==> config.mk <==
export PLATFORM = sky130hd
export DESIGN_NAME = risc_memwb
export DESIGN_NICKNAME = d
export VERILOG_FILES = /design/src/rtl/risc_memwb.sv
export SDC_FILE = /design/constraint.sdc
export NUM_CORES = 1
export LEC_CHECK = 0
export ABC_AREA = 1
export BUFFER_PORTS_ARGS = -buffer_cell sky130_fd_sc_hd__buf_2
export CAP_MARGIN = 15
export CORE_MARGIN = 10
export CORE_UTILIZATION = 52
export CTS_CLUSTER_DIAMETER = 200
export CTS_CLUSTER_SIZE = 25
export DETAILED_ROUTE_END_ITERATION = 10
export GPL_ROUTABILITY_DRIVEN = 0
export PLACE_DENSITY = 0.7
export SETUP_SLACK_MARGIN = 0.4
export SLEW_MARGIN = 40
export SYNTH_ARGS = -nofsm -noshare
export SYNTH_HDL_FRONTEND = slang
export SYNTH_SLANG_ARGS = --single-unit
export TNS_END_PERCENT = 20
==> constraint.sdc <==
create_clock -name clk -period 3.7 [get_ports clk]
set_input_delay 0.185 -clock clk [delete_from_list [all_inputs] [get_ports clk]]
set_output_delay 0.185 -clock clk [all_outputs]
set_load 0.005 [all_outputs]
==> src/rtl/risc_memwb.sv <==
// risc_memwb: memory/writeback stage of the 8-bit RISC pipeline.
//
// Serves the execution unit's data-memory requests from a DEPTH x 8 memory and
// drives the register-file write port for ALU results and multi-cycle loads.
// While a load is outstanding, stall holds the upstream pipeline registers.
//
// Ports:
//   clk, rst_n                    clock, asynchronous active-low reset
//   dmenbl, rdwr, dmaddr          memory request (rdwr: 1 = read, 0 = write)
//   dmdatain                      store data
//   load_op, rslt, dst            load flag, ALU result, destination register
//   reg_wr_vld                    instruction writes the register file
//   stall                         upstream must hold its output registers
//   rf_we, rf_waddr, rf_wdata     register-file write port (rf_we is a pulse)
//   err                           sticky protocol-error flag
//   dbg_addr, dbg_data            combinational debug read of the memory
module risc_memwb #(
    parameter int unsigned DEPTH  = 16,
    parameter int unsigned RD_LAT = 2
) (
    input  logic       clk,
    input  logic       rst_n,
    input  logic       dmenbl,
    input  logic       rdwr,
    input  logic [3:0] dmaddr,
    input  logic [7:0] dmdatain,
    input  logic       load_op,
    input  logic [7:0] rslt,
    input  logic [2:0] dst,
    input  logic       reg_wr_vld,
    output logic       stall,
    output logic       rf_we,
    output logic [2:0] rf_waddr,
    output logic [7:0] rf_wdata,
    output logic       err,
    input  logic [3:0] dbg_addr,
    output logic [7:0] dbg_data
);

    typedef enum logic [0:0] {StIdle, StRdWait} state_e;

    state_e     state;
    logic [1:0] cnt;
    logic [3:0] addr_q;
    logic [2:0] dst_q;
    logic [7:0] mem [DEPTH];

    // Addresses at or above DEPTH alias back into the memory.
    function automatic logic [3:0] wrap(input logic [3:0] a);
        return 4'({1'b0, a} % 5'(DEPTH));
    endfunction

    logic is_err, is_store, is_load, is_alu;

    always_comb begin
        is_err   = (dmenbl & rdwr & ~load_op) | (~dmenbl & load_op);
        is_store = ~is_err & dmenbl & ~rdwr;
        is_load  = ~is_err & dmenbl & rdwr & load_op;
        is_alu   = ~is_err & ~dmenbl & reg_wr_vld;
    end

    // Taken straight from the state register so it cannot glitch.
    assign stall    = (state == StRdWait);
    assign dbg_data = mem[wrap(dbg_addr)];

    always_ff @(posedge clk or negedge rst_n) begin
        if (!rst_n) begin
            state    <= StIdle;
            cnt      <= 2'd0;
            addr_q   <= 4'd0;
            dst_q    <= 3'd0;
            rf_we    <= 1'b0;
            rf_waddr <= 3'd0;
            rf_wdata <= 8'h00;
            err      <= 1'b0;
            mem      <= '{default: 8'h00};
        end else begin
            unique case (state)
                StIdle: begin
                    rf_we <= 1'b0;
                    if (is_err) begin
                        err <= 1'b1;
                    end else if (is_store) begin
                        // Stores never write back, even with reg_wr_vld set.
                        mem[wrap(dmaddr)] <= dmdatain;
                    end else if (is_load) begin
                        addr_q <= dmaddr;
                        dst_q  <= dst;
                        cnt    <= 2'(RD_LAT - 1);
                        state  <= StRdWait;
                    end else if (is_alu) begin
                        rf_we    <= 1'b1;
                        rf_waddr <= dst;
                        rf_wdata <= rslt;
                    end
                end
                StRdWait: begin
                    // Inputs are ignored here; upstream holds the next instruction.
                    if (cnt != 2'd0) begin
                        cnt   <= cnt - 2'd1;
                        rf_we <= 1'b0;
                    end else begin
                        rf_we    <= 1'b1;
                        rf_waddr <= dst_q;
                        rf_wdata <= mem[wrap(addr_q)];
                        state    <= StIdle;
                    end
                end
                default: begin
                    state <= StIdle;
                    rf_we <= 1'b0;
                end
            endcase
        end
    end

endmodule
## Word-level counts from Yosys, hierarchy flattened

Cells that the tools add are included.

- Bits in registers: 151
- Input bits: 33

- Add/sub/neg operators: 1
- $lt $le $gt $ge: 4
- Equal/unequal tests: 7
- Multiplexer cells: 37
- Bitwise operators: 19
- Reduce and logical (&&, ||, !) cells: 7

Operators with widths:

| kind | number |
|---|---|
| $bwmux 128 | 1 |
| $mux 8 | 10 |
| $bmux 8 s4 | 2 |
| $demux 8 s4 | 1 |
| $pmux 8 s2 | 1 |
| $ge 5x5->1 const B | 3 |
| $mux 3 | 5 |
| $not 4->5 | 3 |
| $ne 2x2->1 const B | 6 |
| $and 1x1->1 | 9 |
| $mux 1 | 9 |
| $mux 2 | 4 |
| $reduce_and 4->1 | 2 |
| $not 1->1 | 6 |
| $pmux 3 s2 | 1 |
| $lt 5x1->1 const B | 1 |
| $reduce_and 5->1 | 1 |
| $pmux 1 s2 | 2 |
| $pmux 2 s2 | 1 |
| $reduce_and 3->1 | 1 |
| $ne 2x1->1 const B | 1 |
| $reduce_and 2->1 | 1 |
| $reduce_bool 2->1 | 1 |
| $sub 2x1->2 const B | 1 |
| other kinds (2) | 2 |

## Longest topological paths before layout

- Word-level depth: 11
- Gate-level depth with buffers: 10
- Mapped depth without buffers: 8

## Least setup slack after synthesis

Ideal clock, no wire load.

- Kind: register -> register
- From: register state (netlist: stall)
- To: register mem[72] (netlist name)
- Library setup time: 129 ps
- Arrival: 1256 ps
- Required time: 3571 ps
- Setup slack: 2314 ps
- Stages on the path, launching flop included: 9
- Buffers on the path: 2
- Clock period less this slack: 1386 ps
- Path through: dfrtp_1 > inv_2 > nand2_2 > nor2_8 > buf_12 > nand2_4 > buf_6 > nand2_1 > o21ai_2

- Word-level cells in the longest chain between the ends: 2

Ends and longest elaborated chain:

| element | RTL line | RTL |
|---|---|---|
| start: declaration | 42 | `state_e state;` |
| start signal: assignment | 68 | `state <= StIdle;` |
| start signal: assignment | 90 | `state <= StRdWait;` |
| start signal: assignment | 106 | `state <= StIdle;` |
| $not 1->1 (no line) | -- |  |
| $reduce_and 3->1 (no line) | -- |  |
| end signal: indexed assignment | 85 | `mem[wrap(dmaddr)] <= dmdatain;` |
| end: declaration | 46 | `logic [7:0] mem [DEPTH];` |

No other way between the ends.
A chain may end at the register's enable or synchronous reset.

## Worst setup path in the final report

- From: register state (netlist: stall)
- To: register mem[102] (netlist name)

The elaborated chain is that of the path after synthesis.

==> impl_results.md <==
* Run status: complete, but fails checks
* Violated checks: DRC
* Worst Skew at 0.00974 ns
* Number of hold violations in the final report at 0
* Worst Slack Setup Final at roughly 1.6 ns
* Number of rows in the core area at 46
* Number of gates given a new drive strength after cts at 0
* Total setup violations reported at the end of the flow at 0
* Fill cell total of the finished layout at roughly 1,600
* Number of nets with antenna violations after detailed routing at 0
* Router iterations before antenna repair at 9
* Flip-flop and latch count after synthesis at approximately 150
* Overall power after layout at 6.69 mW
* Area growth from synthesis to layout at 10.3%
* Maximum vdd drop at 0.000383 V
* Highest cell delay on the worst timing path at 0.58 ns
* Max-Slew Margin vs Limit at 0.435
* Post-Syn Nets at 1,215
* Post-detailed-route via-to-cell ratio at 5.56
* Worst min-delay path category: primary input to flop
* Share of cells above drive strength 1 at 0.120
* Core Region at 16,000 um^2
* Max Cap Violations at 0
* Final TNS setup at 0 ns
* CTS tree: done
* Area of the die at 22,000 um^2
* Count of different cell masters after synthesis at 27
* Sequential cell area fraction in the yosys report at 0.441
* Max-slew violation count at 0
* Height of the die at 148 um
* Slowest stage cell, crit path: dfrtp_2
* Vias in the first global route at between 7,000 and 8,000
* Top library cells by usage in the layout, fill and taps aside: 343 x nand2_1, 149 x dfrtp_1, 132 x nand3_1, 115 x inv_1, 94 x o21ai_0
* Post-detailed-routing wire length at ~26,000 um
* Transition at the pin with the smallest max-transition slack at roughly 0.85 ns
* Initial core utilization at 0.535
* Minimum clock period at 2.12 ns
* CTS sink count at between 150 and 200
* H-tree levels at 4
* Top-Level Pins at 55
* Unrepaired setup endpoints after global routing: false
* Inserted Diodes at 0
* Wire length per cell at 18.0 um
* Design area at 9450 um^2
* Post-placement worst setup slack at 1.40 ns
* Critical Path AT at ~2.4 ns
* CP Data Required Time at between 3 and 4 ns
* Cell area after placement at slightly below 9000 um^2
* Synthesized area divided by synthesized cell count at approximately 7.3 um^2
* Worst Setup End Kind: flop
* Total via count in the routed design at 7,920
* Number of design rule violations left after detail routing at 1
* Synth Warn # at 0
* Clock slew at reported path FFs at 0.06 ns
* Power per cell area at 708 nW/um^2
* Startpoint types: flop
* Most common cell on crit path: nand2_1
* Total area of multi-input combinational cells at 3890 um^2
* DRC violation total after the first TritonRoute iteration at 978
* Post-detailed-placement half-perimeter wirelength at 17,500 um
* Clock root cell: clkbuf_16
* Initial antenna violation count at 0
* Sequence of cells on the critical path: inv_2, nand2_2, nor2_8, nand2_1, nand2_1, o21ai_0
* Worst Setup Path Type: flop to flop
* Net count reported at finish at between 1,000 and 1,500
* First-pass GRT wire length at 40,700 um
* Highest fanout seen on the critical path at 23
* Insertion delay of the later-clocked pin in the worst-skew pair at 0.43 ns
* Maximum buffer depth of the clock tree at 2
* Achievable clock frequency at ~470 MHz
* GRT overflow at 0
* Horiz. Die Dim at 148 um
* Period Utilization, post-route at 0.574
* Post-Synthesis Cell Area at 8570 um^2
* Sequential Area at 3780 um^2
* Total CTS buffers at 17
* Count of mapped cells out of synthesis at around 1,200
* Commonest non-fill, non-tap cell in the layout: nand2_1
* Maximum number of pins on one net before global-route repair at 94
* Overall global routing resource usage at 0.236
* Static leakage power at 4.67 nW
* Total of buffers placed on input and output ports at 54
## metrics by stage
step / util / cells / hold slack [ns]
3_3_place_gp: 0.548 / 1387 / 0.332
2_1_floorplan: - / 1181 / -0.111
3_5_place_dp: 0.550 / 1388 / 0.258
6_report: 0.590 / 1425 / 0.0541
5_1_grt: 0.590 / 1425 / 0.0794
4_1_cts: 0.589 / 1424 / 0.0374
## timing repair
item                       4_1_cts  5_1_grt
hold buffers                     4        0
setup buffers                    0        0
setup endpoints to repair        0        0
hold endpoints to repair        93        0
## cell usage after synthesis
| master | n | area (um^2) |
|---|---|---|
| inv_1 | 116 | 435 |
| a21oi_1 | 39 | 195 |
| buf_6 | 12 | 135 |
| or2_2 | 12 | 75.1 |
| nand2_4 | 10 | 113 |
| clkinv_1 | 3 | 11.3 |
| clkbuf_1 | 27 | 101 |
| nand2_1 | 343 | 1290 |
| buf_1 | 1 | 3.75 |
| buf_12 | 1 | 20.0 |
| o21ai_2 | 17 | 149 |
| nor2_8 | 1 | 20.0 |
| nor2_1 | 79 | 297 |
| a31o_2 | 1 | 8.76 |
| o21ai_1 | 64 | 320 |
| inv_2 | 2 | 7.51 |
| o22ai_1 | 1 | 6.26 |
| nor3b_1 | 1 | 7.51 |
| nand2_2 | 1 | 6.26 |
| a31oi_1 | 3 | 18.8 |
| o21ai_0 | 94 | 470 |
| buf_2 | 36 | 180 |
| ha_1 | 1 | 12.5 |
| dfrtp_1 | 151 | 3780 |
| nand3_1 | 132 | 661 |
| nor3_1 | 1 | 5.00 |
| o211ai_1 | 32 | 240 |
## kinds of logic (layout without fill, tap and decap cells)
| group | Yosys count | count (layout) | synth area share |
|---|---|---|---|
| AOI/OAI and AO/OA | 251 | 251 | 0.164 |
| adders and majority gates | 1 | 1 | 0.00146 |
| buffers and inverters | 198 | 226 | 0.104 |
| DFF | 151 | 151 | 0.441 |
| and+or+nand+nor | 580 | 580 | 0.288 |
## state kept, by name, summed over array words and instances, names as in the netlist
| name | count |
|---|---|
| addr_q | 4 |
| cnt | 2 |
| dst_q | 3 |
| err | 1 |
| mem | 128 |
| rf_waddr | 3 |
| rf_wdata | 8 |
| rf_we | 1 |
| stall | 1 |
## critical path, delay by kind of cell, from the launching register on
kind | cells | cell delay, ns
flip-flops | 1 | 0.58
AO/OA/AOI/OAI | 1 | 0.10
AND/OR/NAND/NOR | 4 | 1.07
buffers and inverters | 1 | 0.20
## where the power goes
| part | internal [mW] | total [mW] | switching, mW |
|---|---|---|---|
| clock network | 1.06 | 1.73 | 0.670 |
| registers | 2.15 | 2.55 | 0.402 |
| logic | 0.864 | 2.41 | 1.54 |
| total | 4.07 | 6.69 | 2.62 |
## path summary, 6_finish.rpt
path	cells after the start	startpoint	end	slack, ns
min in group asynchronous	2	rst_n	mem[4]	0.37
max reg2reg	6	stall	mem[102]	1.58
min reg2reg	1	err	err	0.46
max in group asynchronous	3	rst_n	mem[109]	2.52
min	3	dmaddr[1]	addr_q[1]	0.05
max	6	stall	mem[102]	1.58
## layout make-up
| type | count | area share |
|---|---|---|
| Clock inverter | 8 | 0.0101 |
| Sequential cell | 151 | 0.400 |
| Clock buffer | 24 | 0.0521 |
| Multi-Input combinational cell | 832 | 0.412 |
| Timing Repair Buffer | 73 | 0.0487 |
| Tap cell | 216 | 0.0286 |
| Inverter | 121 | 0.0481 |
## per-layer routing
| layer | global-route usage | wire length (um) |
|---|---|---|
| met4 | 0.0654 | 495 |
| met3 | 0.0734 | 2640 |
| met2 | 0.356 | 11400 |
| met1 | 0.320 | 11100 |
| met5 | 0 | 0 |
Power figures use the tool's default switching activity.
